### src/rtl/mem_arbiter_pkg.sv
// Shared encodings for the fetch/data memory arbiter.
package mem_arbiter_pkg;

  // Access sequencer states
  typedef enum logic [1:0] {
    ST_IDLE   = 2'd0,
    ST_ACCESS = 2'd1,
    ST_RESP   = 2'd2
  } state_t;

  // Which requester owns the access in flight
  typedef enum logic {
    OWN_FETCH = 1'b0,
    OWN_DATA  = 1'b1
  } owner_t;

endpackage

### src/rtl/mem_arbiter.sv
// Arbitrates one single-port memory between instruction fetch and data
// load/store. Data has priority; a bounded streak of data grants while a
// fetch is waiting forces the next grant to fetch.
module mem_arbiter
  import mem_arbiter_pkg::*;
#(
  parameter int MEM_LAT     = 1,
  parameter int DATA_STREAK = 4
) (
  input  logic        clk,
  input  logic        rst,
  input  logic        if_req,
  input  logic [31:0] if_addr,
  output logic [31:0] if_rdata,
  output logic        if_ready,
  input  logic        d_req,
  input  logic        d_wr,
  input  logic [31:0] d_addr,
  input  logic [31:0] d_wdata,
  output logic [31:0] d_rdata,
  output logic        d_ready,
  output logic        mem_enable,
  output logic        mem_wr,
  output logic [31:0] mem_addr,
  output logic [31:0] mem_data_in,
  input  logic [31:0] mem_data_out
);

  localparam int CW = (MEM_LAT > 1) ? $clog2(MEM_LAT) : 1;
  localparam int SW = $clog2(DATA_STREAK + 1);

  state_t          r_state;
  owner_t          r_owner;
  logic [CW-1:0]   r_cnt;
  logic [SW-1:0]   r_streak;
  logic            r_if_ready;
  logic            r_d_ready;
  logic [31:0]     r_if_rdata;
  logic [31:0]     r_d_rdata;
  logic            r_mem_enable;
  logic            r_mem_wr;
  logic [31:0]     r_mem_addr;
  logic [31:0]     r_mem_data_in;

  logic            w_force_fetch;
  logic            w_grant_data;
  logic            w_grant_fetch;

  // Grant decision: data wins unless fetch has waited through a full streak
  always_comb begin
    w_force_fetch = if_req && (r_streak == SW'(DATA_STREAK));
    w_grant_data  = d_req && !w_force_fetch;
    w_grant_fetch = if_req && !w_grant_data;
  end

  // Access sequencer: grant, hold the memory for MEM_LAT cycles, pulse ready
  always_ff @(posedge clk) begin
    if (rst) begin
      r_state       <= ST_IDLE;
      r_owner       <= OWN_FETCH;
      r_cnt         <= '0;
      r_streak      <= '0;
      r_if_ready    <= 1'b0;
      r_d_ready     <= 1'b0;
      r_if_rdata    <= '0;
      r_d_rdata     <= '0;
      r_mem_enable  <= 1'b0;
      r_mem_wr      <= 1'b0;
      r_mem_addr    <= '0;
      r_mem_data_in <= '0;
    end else begin
      // Ready outputs are single-cycle pulses
      r_if_ready <= 1'b0;
      r_d_ready  <= 1'b0;
      case (r_state)
        ST_IDLE: begin
          if (w_grant_data) begin
            r_owner       <= OWN_DATA;
            r_mem_enable  <= 1'b1;
            r_mem_wr      <= d_wr;
            r_mem_addr    <= d_addr;
            r_mem_data_in <= d_wdata;
            r_cnt         <= CW'(MEM_LAT - 1);
            r_state       <= ST_ACCESS;
            // Only data grants that made a fetch wait extend the streak
            if (if_req) begin
              if (r_streak != SW'(DATA_STREAK))
                r_streak <= r_streak + SW'(1);
            end else begin
              r_streak <= '0;
            end
          end else if (w_grant_fetch) begin
            r_owner       <= OWN_FETCH;
            r_mem_enable  <= 1'b1;
            r_mem_wr      <= 1'b0;
            r_mem_addr    <= if_addr;
            r_mem_data_in <= '0;
            r_cnt         <= CW'(MEM_LAT - 1);
            r_state       <= ST_ACCESS;
            r_streak      <= '0;
          end
        end
        ST_ACCESS: begin
          if (r_cnt == '0) begin
            if (r_owner == OWN_DATA) begin
              r_d_rdata <= mem_data_out;
              r_d_ready <= 1'b1;
            end else begin
              r_if_rdata <= mem_data_out;
              r_if_ready <= 1'b1;
            end
            // Drop enable and write together so a write never outlives enable
            r_mem_enable <= 1'b0;
            r_mem_wr     <= 1'b0;
            r_state      <= ST_RESP;
          end else begin
            r_cnt <= r_cnt - CW'(1);
          end
        end
        ST_RESP: begin
          r_state <= ST_IDLE;
        end
        default: begin
          r_state <= ST_IDLE;
        end
      endcase
    end
  end

  assign if_rdata    = r_if_rdata;
  assign if_ready    = r_if_ready;
  assign d_rdata     = r_d_rdata;
  assign d_ready     = r_d_ready;
  assign mem_enable  = r_mem_enable;
  assign mem_wr      = r_mem_wr;
  assign mem_addr    = r_mem_addr;
  assign mem_data_in = r_mem_data_in;

endmodule

### config.mk
export PLATFORM = sky130hd
export DESIGN_NAME = mem_arbiter
export DESIGN_NICKNAME = d
export VERILOG_FILES = /design/src/rtl/mem_arbiter_pkg.sv /design/src/rtl/mem_arbiter.sv
export SDC_FILE = /design/constraint.sdc
export NUM_CORES = 1
export LEC_CHECK = 0
export BUFFER_PORTS_ARGS = -buffer_cell sky130_fd_sc_hd__buf_2
export CAP_MARGIN = 20
export CORE_MARGIN = 2
export CORE_UTILIZATION = 49
export DETAILED_ROUTE_END_ITERATION = 7
export PLACE_DENSITY_LB_ADDON = 0.05
export RECOVER_POWER = 100
export SKIP_CTS_REPAIR_TIMING = 1
export SYNTH_ARGS = -nofsm -noshare
export SYNTH_HDL_FRONTEND = slang
export SYNTH_SLANG_ARGS = --single-unit
### constraint.sdc
create_clock -name clk -period 2.86 [get_ports clk]
set_input_delay 0.429 -clock clk [delete_from_list [all_inputs] [get_ports clk]]
set_output_delay 0.429 -clock clk [all_outputs]
set_load 0.01 [all_outputs]
# After elaboration in Yosys (flattened, before gate mapping)
# Cells that the tools add are included.
# op_classes
n_div,0
n_reduce_logical,16
bitwise,3
mux,25
shift,0
eq_ne,6
n_mul,0
n_lt_le_gt_ge,0
n_addsub,2
# ops
op,n
2-to-1 mux 32 bit,4
2-to-1 mux 3 bit,4
AND reduction 3 bit,4
2-to-1 mux 1 bit,10
2-to-1 mux 2 bit,3
"!= test 3 bit, second input constant",2
case mux 1 bit (2 select lines),3
AND reduction 2 bit,3
case mux 2 bit (2 select lines),1
nonzero test 2 bit,2
"adder 3 x 1 -> 3 bit, second input constant",1
"equality test 3 bit, second input constant",1
logical AND 1 bit,3
"!= test 3 x 2 -> 1 bit, second input constant",1
inverter 1 bit,3
OR reduction 3 bit,1
"equality test 2 x 1 -> 1 bit, second input constant",1
logical NOT 1 bit,2
logical NOT 2 bit,1
"!= test 2 bit, second input constant",1
"subtractor 1 bit, second input constant",1
# word_totals
mem_bits_rw,0
in_bits,133
latch_bits,0
out_inout_bits,132
wordCells,64
reg_bits,139
memories,0
rom_bits,0

# Logic depth before layout (Yosys ltp)
# logic_depth
depth_word,9
mapped_depth,8
depth_no_buf,6

# Worst setup path before layout
# Ideal clock, no wire load.
# synth_path
kind,reg2reg
startpoint,register r_streak[0]
endpoint,"register r_mem_data_in[12], in the netlist mem_data_in[12]"
t_arrival_ns,1.489
period_less_slack_ns,1.560
path_buffers,2
setup_slack_ns,1.300
path_stages_with_launch,9
setup_ns,0.070
path_cell_list,dfxtp_1 inv_1 ha_1 nand3_1 and2_1 buf_2 buf_1 nand3_1 a21oi_1
# synth_via
elab_chain_len,8
# synth_lines
item,line,source
start: declaration,mem_arbiter.sv:35,logic [SW-1:0] r_streak;
start signal: assignment,mem_arbiter.sv:88,r_streak <= r_streak + SW'(1);
equality test 3 bit (*),mem_arbiter.sv:51,w_force_fetch = if_req && (r_streak == SW'(DATA_STREAK));
logical AND 1 bit (*),mem_arbiter.sv:51,
logical NOT 1 bit (*),mem_arbiter.sv:52,w_grant_data = d_req && !w_force_fetch;
logical AND 1 bit (*),mem_arbiter.sv:52,
logical NOT 1 bit,mem_arbiter.sv:53,w_grant_fetch = if_req && !w_grant_data;
logical AND 1 bit,mem_arbiter.sv:53,
nonzero test 2 bit (no line),n/a,
AND reduction 2 bit (no line),n/a,
end signal: assignment,mem_arbiter.sv:82,r_mem_data_in <= d_wdata;
end: declaration,mem_arbiter.sv:43,logic [31:0] r_mem_data_in;
# Mark *: on every way between the ends. The rest lies on a longest branch, timed or not.
# A chain may end at the register's enable or synchronous reset.

# Worst setup path after layout
# layout_path
startpoint,register r_state[1]
endpoint,"register r_d_rdata[21], in the netlist d_rdata[21]"
# layout_via
elab_chain_len,2
# layout_lines
item,line,source
start: declaration,mem_arbiter.sv:32,state_t r_state;
start signal: assignment,mem_arbiter.sv:59,r_state <= ST_IDLE;
start signal: assignment,mem_arbiter.sv:84,r_state <= ST_ACCESS;
start signal: assignment,mem_arbiter.sv:99,r_state <= ST_ACCESS;
equality test 2 x 1 -> 1 bit,mem_arbiter.sv:75,case (r_state)
AND reduction 3 bit (no line),n/a,
end signal: assignment,mem_arbiter.sv:106,r_d_rdata <= mem_data_out;
end: declaration,mem_arbiter.sv:39,logic [31:0] r_d_rdata;
# No other way between the ends.

==> metrics <==
largest net degree at the start of global routing slightly below 70; filler instances roughly 900; VDD IR max ~0.00034 V; RR Startpoint r_state[1]; RSZ-0062 raised after global routing false; GR Overflow Total 0; Critical R2R Capture d_rdata[21]; fmax ~430 MHz; Starting DRT DRC Count 378; HPWL after DPL 10500 µm; Post-Route WL about 15000 µm; clock sinks 138; vias in the first global route between 5000 and 6000; Die Footprint between 0.01 and 0.015 mm²; Vias/cell between 5 and 6; Non-Filler Instances between 1000 and 1500; r2r setup slk ~0.56 ns; slew margin rel. -13.3%; Pwr Total 5.09 mW; Hold Path Class in -> reg; CP endpoint kind flip-flop; Netlist cell types 23; failing checks max-capacitance violations, max-slew violations; PwrDens approximately 730 mW/mm²; first-pass GRT wire length approximately 24000 µm; Final Hold Vio Count 0; dpl cells 1010; DRT Pass-1 Iters 6; I/O pin count 265; DRC 0; Leak roughly 2.8 nW; Initial Util around half; WHS Endpoint mem_addr[31]; critical path startpoint category flip-flop; FF+latch count, synth ~140; R2R depth 5; die height 106 µm; Detail Route Antenna Nets 0; CP arrival between 2 and 3 ns; Wirelength per Cell 14.6 µm; Clk Tree Root Cell clkbuf_8; Final period util between 80% and 90%; Warnings, synthesis 0; final count of negative-setup-slack endpoints 0; Setup CP Type reg -> reg; min Tclk post-route around 2.3 ns; Placeable Area about 0.010 mm²; Worst-Margin Slew 1.70 ns; register area share after synthesis 53.9%; CTS H-tree depth 4; Cells after Synth around 650; TritonCTS buffer count 17; initial antenna violation count 0; final hold slack roughly 0.15 ns; Fin Setup TNS 0 ns; # rows 37; layout cells sized above 1 about a fifth; clock slew at reported path FFs around 0.060 ns; Layout area overhead 35.7%; hold depth 3; Post-Route Utilization 68.0%; CP Data Required Time roughly 3.3 ns; die extent in x roughly 110 µm; clk buf depth 2; number of diodes 0; TritonCTS clock tree built; total vias in the final route ~5400; port bufs 264; Tot GR Track Use 26.5%; Critical Path Fanout Max 33; post-synthesis average cell area between 7 and 8 µm²; Worst Clk Skew between 0.007 and 0.008 ns; Total Nets Final between 1000 and 1500; Worst-Skew Late Latency approximately 0.52 ns; Max Slew Vio Count between 70 and 80; hold path start if_addr[31]; placer congestion estimate 0.852; Synth Cell Area between 0.005 and 0.006 mm²; syn nets 786; status complete, but fails checks; max-capacitance violation count 2; CP Launch Point r_state[1]
==> critical path, stage by stage, from the launching register on <==
cell	delay, ns
dfxtp_1	0.49
nor2b_1	0.14
nand2_1	0.09
clkbuf_1	1.12
nand2_1	0.16
a21oi_1	0.20
==> synth_stat cells <==
library cell	n	area [µm²]
nor3_1	2	10.0
a211oi_1	32	240
and2_1	2	12.5
inv_1	2	7.51
clkbuf_1	29	109
a211oi_2	1	12.5
nor2_1	41	154
o21ai_0	1	5.00
nand2b_1	2	12.5
nor4b_1	1	8.76
nand2_1	199	747
buf_2	17	85.1
nor3_2	1	10.0
buf_1	3	11.3
ha_1	2	25.0
or3_1	1	6.26
nor2b_1	1	6.26
buf_4	3	22.5
nor4_1	1	6.26
buf_6	2	22.5
nand3_1	37	185
a21oi_1	133	666
dfxtp_1	138	2760
==> logic make-up after synthesis <==
kind of cell	count (synthesis)	synth area share, %
buf+inv	56	5.03
simple gates	288	22.6
fa+ha+maj	2	0.488
compound gates	167	18.0
flops	138	53.9
==> placed cells by master, fill, tap and decap left out, drive strengths merged <==
cell type / instances
ha: 2
nand3: 37
clkbuf: 161
a21oi: 133
or3: 1
inv: 3
clkinv: 5
nor3: 3
o21ai: 1
dfxtp: 138
nand2b: 2
nor4: 1
and2: 2
nand2: 199
a211oi: 33
nor2b: 1
nor2: 41
nor4b: 1
buf: 138
bufinv: 4
==> stage by stage <==
| step | setup slack, ns | cell area, µm² |
|---|---|---|
| finish | 0.557 | 6960 |
| global route | 0.346 | 6960 |
| CTS | 0.824 | 7150 |
| detailed placement | 0.815 | 6500 |
| global placement | 0.884 | 6500 |
| floorplan | 1.30 | 5130 |
==> layer usage <==
| metal | wire [µm] | vias up | GRT usage [%] |
|---|---|---|---|
| li1 | - | 2654 | - |
| met1 | 5990 | 2525 | 31.4 |
| met2 | 7620 | 227 | 44.5 |
| met3 | 1230 | 34 | 8.03 |
| met4 | 382 | 0 | 11.5 |
| met5 | 0 | - | 0 |
==> flip-flops by register name, summed over array words and instances, names as in the netlist <==
name         count
r_streak         3
r_owner          1
mem_addr        32
if_ready         1
d_rdata         32
mem_data_in     32
r_state          2
mem_enable       1
mem_wr           1
if_rdata        32
d_ready          1
==> power by group <==
part           leakage, nW  internal [mW]  switching [mW]
Clock                0.321           1.53           0.812
Combinational         1.31          0.233           0.399
Sequential            1.13           2.04          0.0661
==> worst max path at each step <==
stage | slack, ns | cells after the start | end
global placement | 0.88 | 6 | r_streak[2]
CTS | 0.82 | 7 | mem_data_in[26]
floorplan | 1.30 | 8 | mem_data_in[12]
detailed placement | 0.81 | 6 | mem_addr[10]
global route | 0.35 | 5 | d_rdata[16]
finish | 0.56 | 5 | d_rdata[21]
==> cell type report <==
cell class                 count  area (µm²)  share of cell area (%)
sequential                   138        2760                    39.7
tap                          136         170                    2.45
clock inverter                10         161                    2.32
timing repair buffer         277        1260                    18.1
inverter                       2        7.51                   0.108
multi-input combinational    457        2120                    30.4
clock buffer                  22         483                    6.94
No activity file was read; power rests on OpenSTA's default activity.
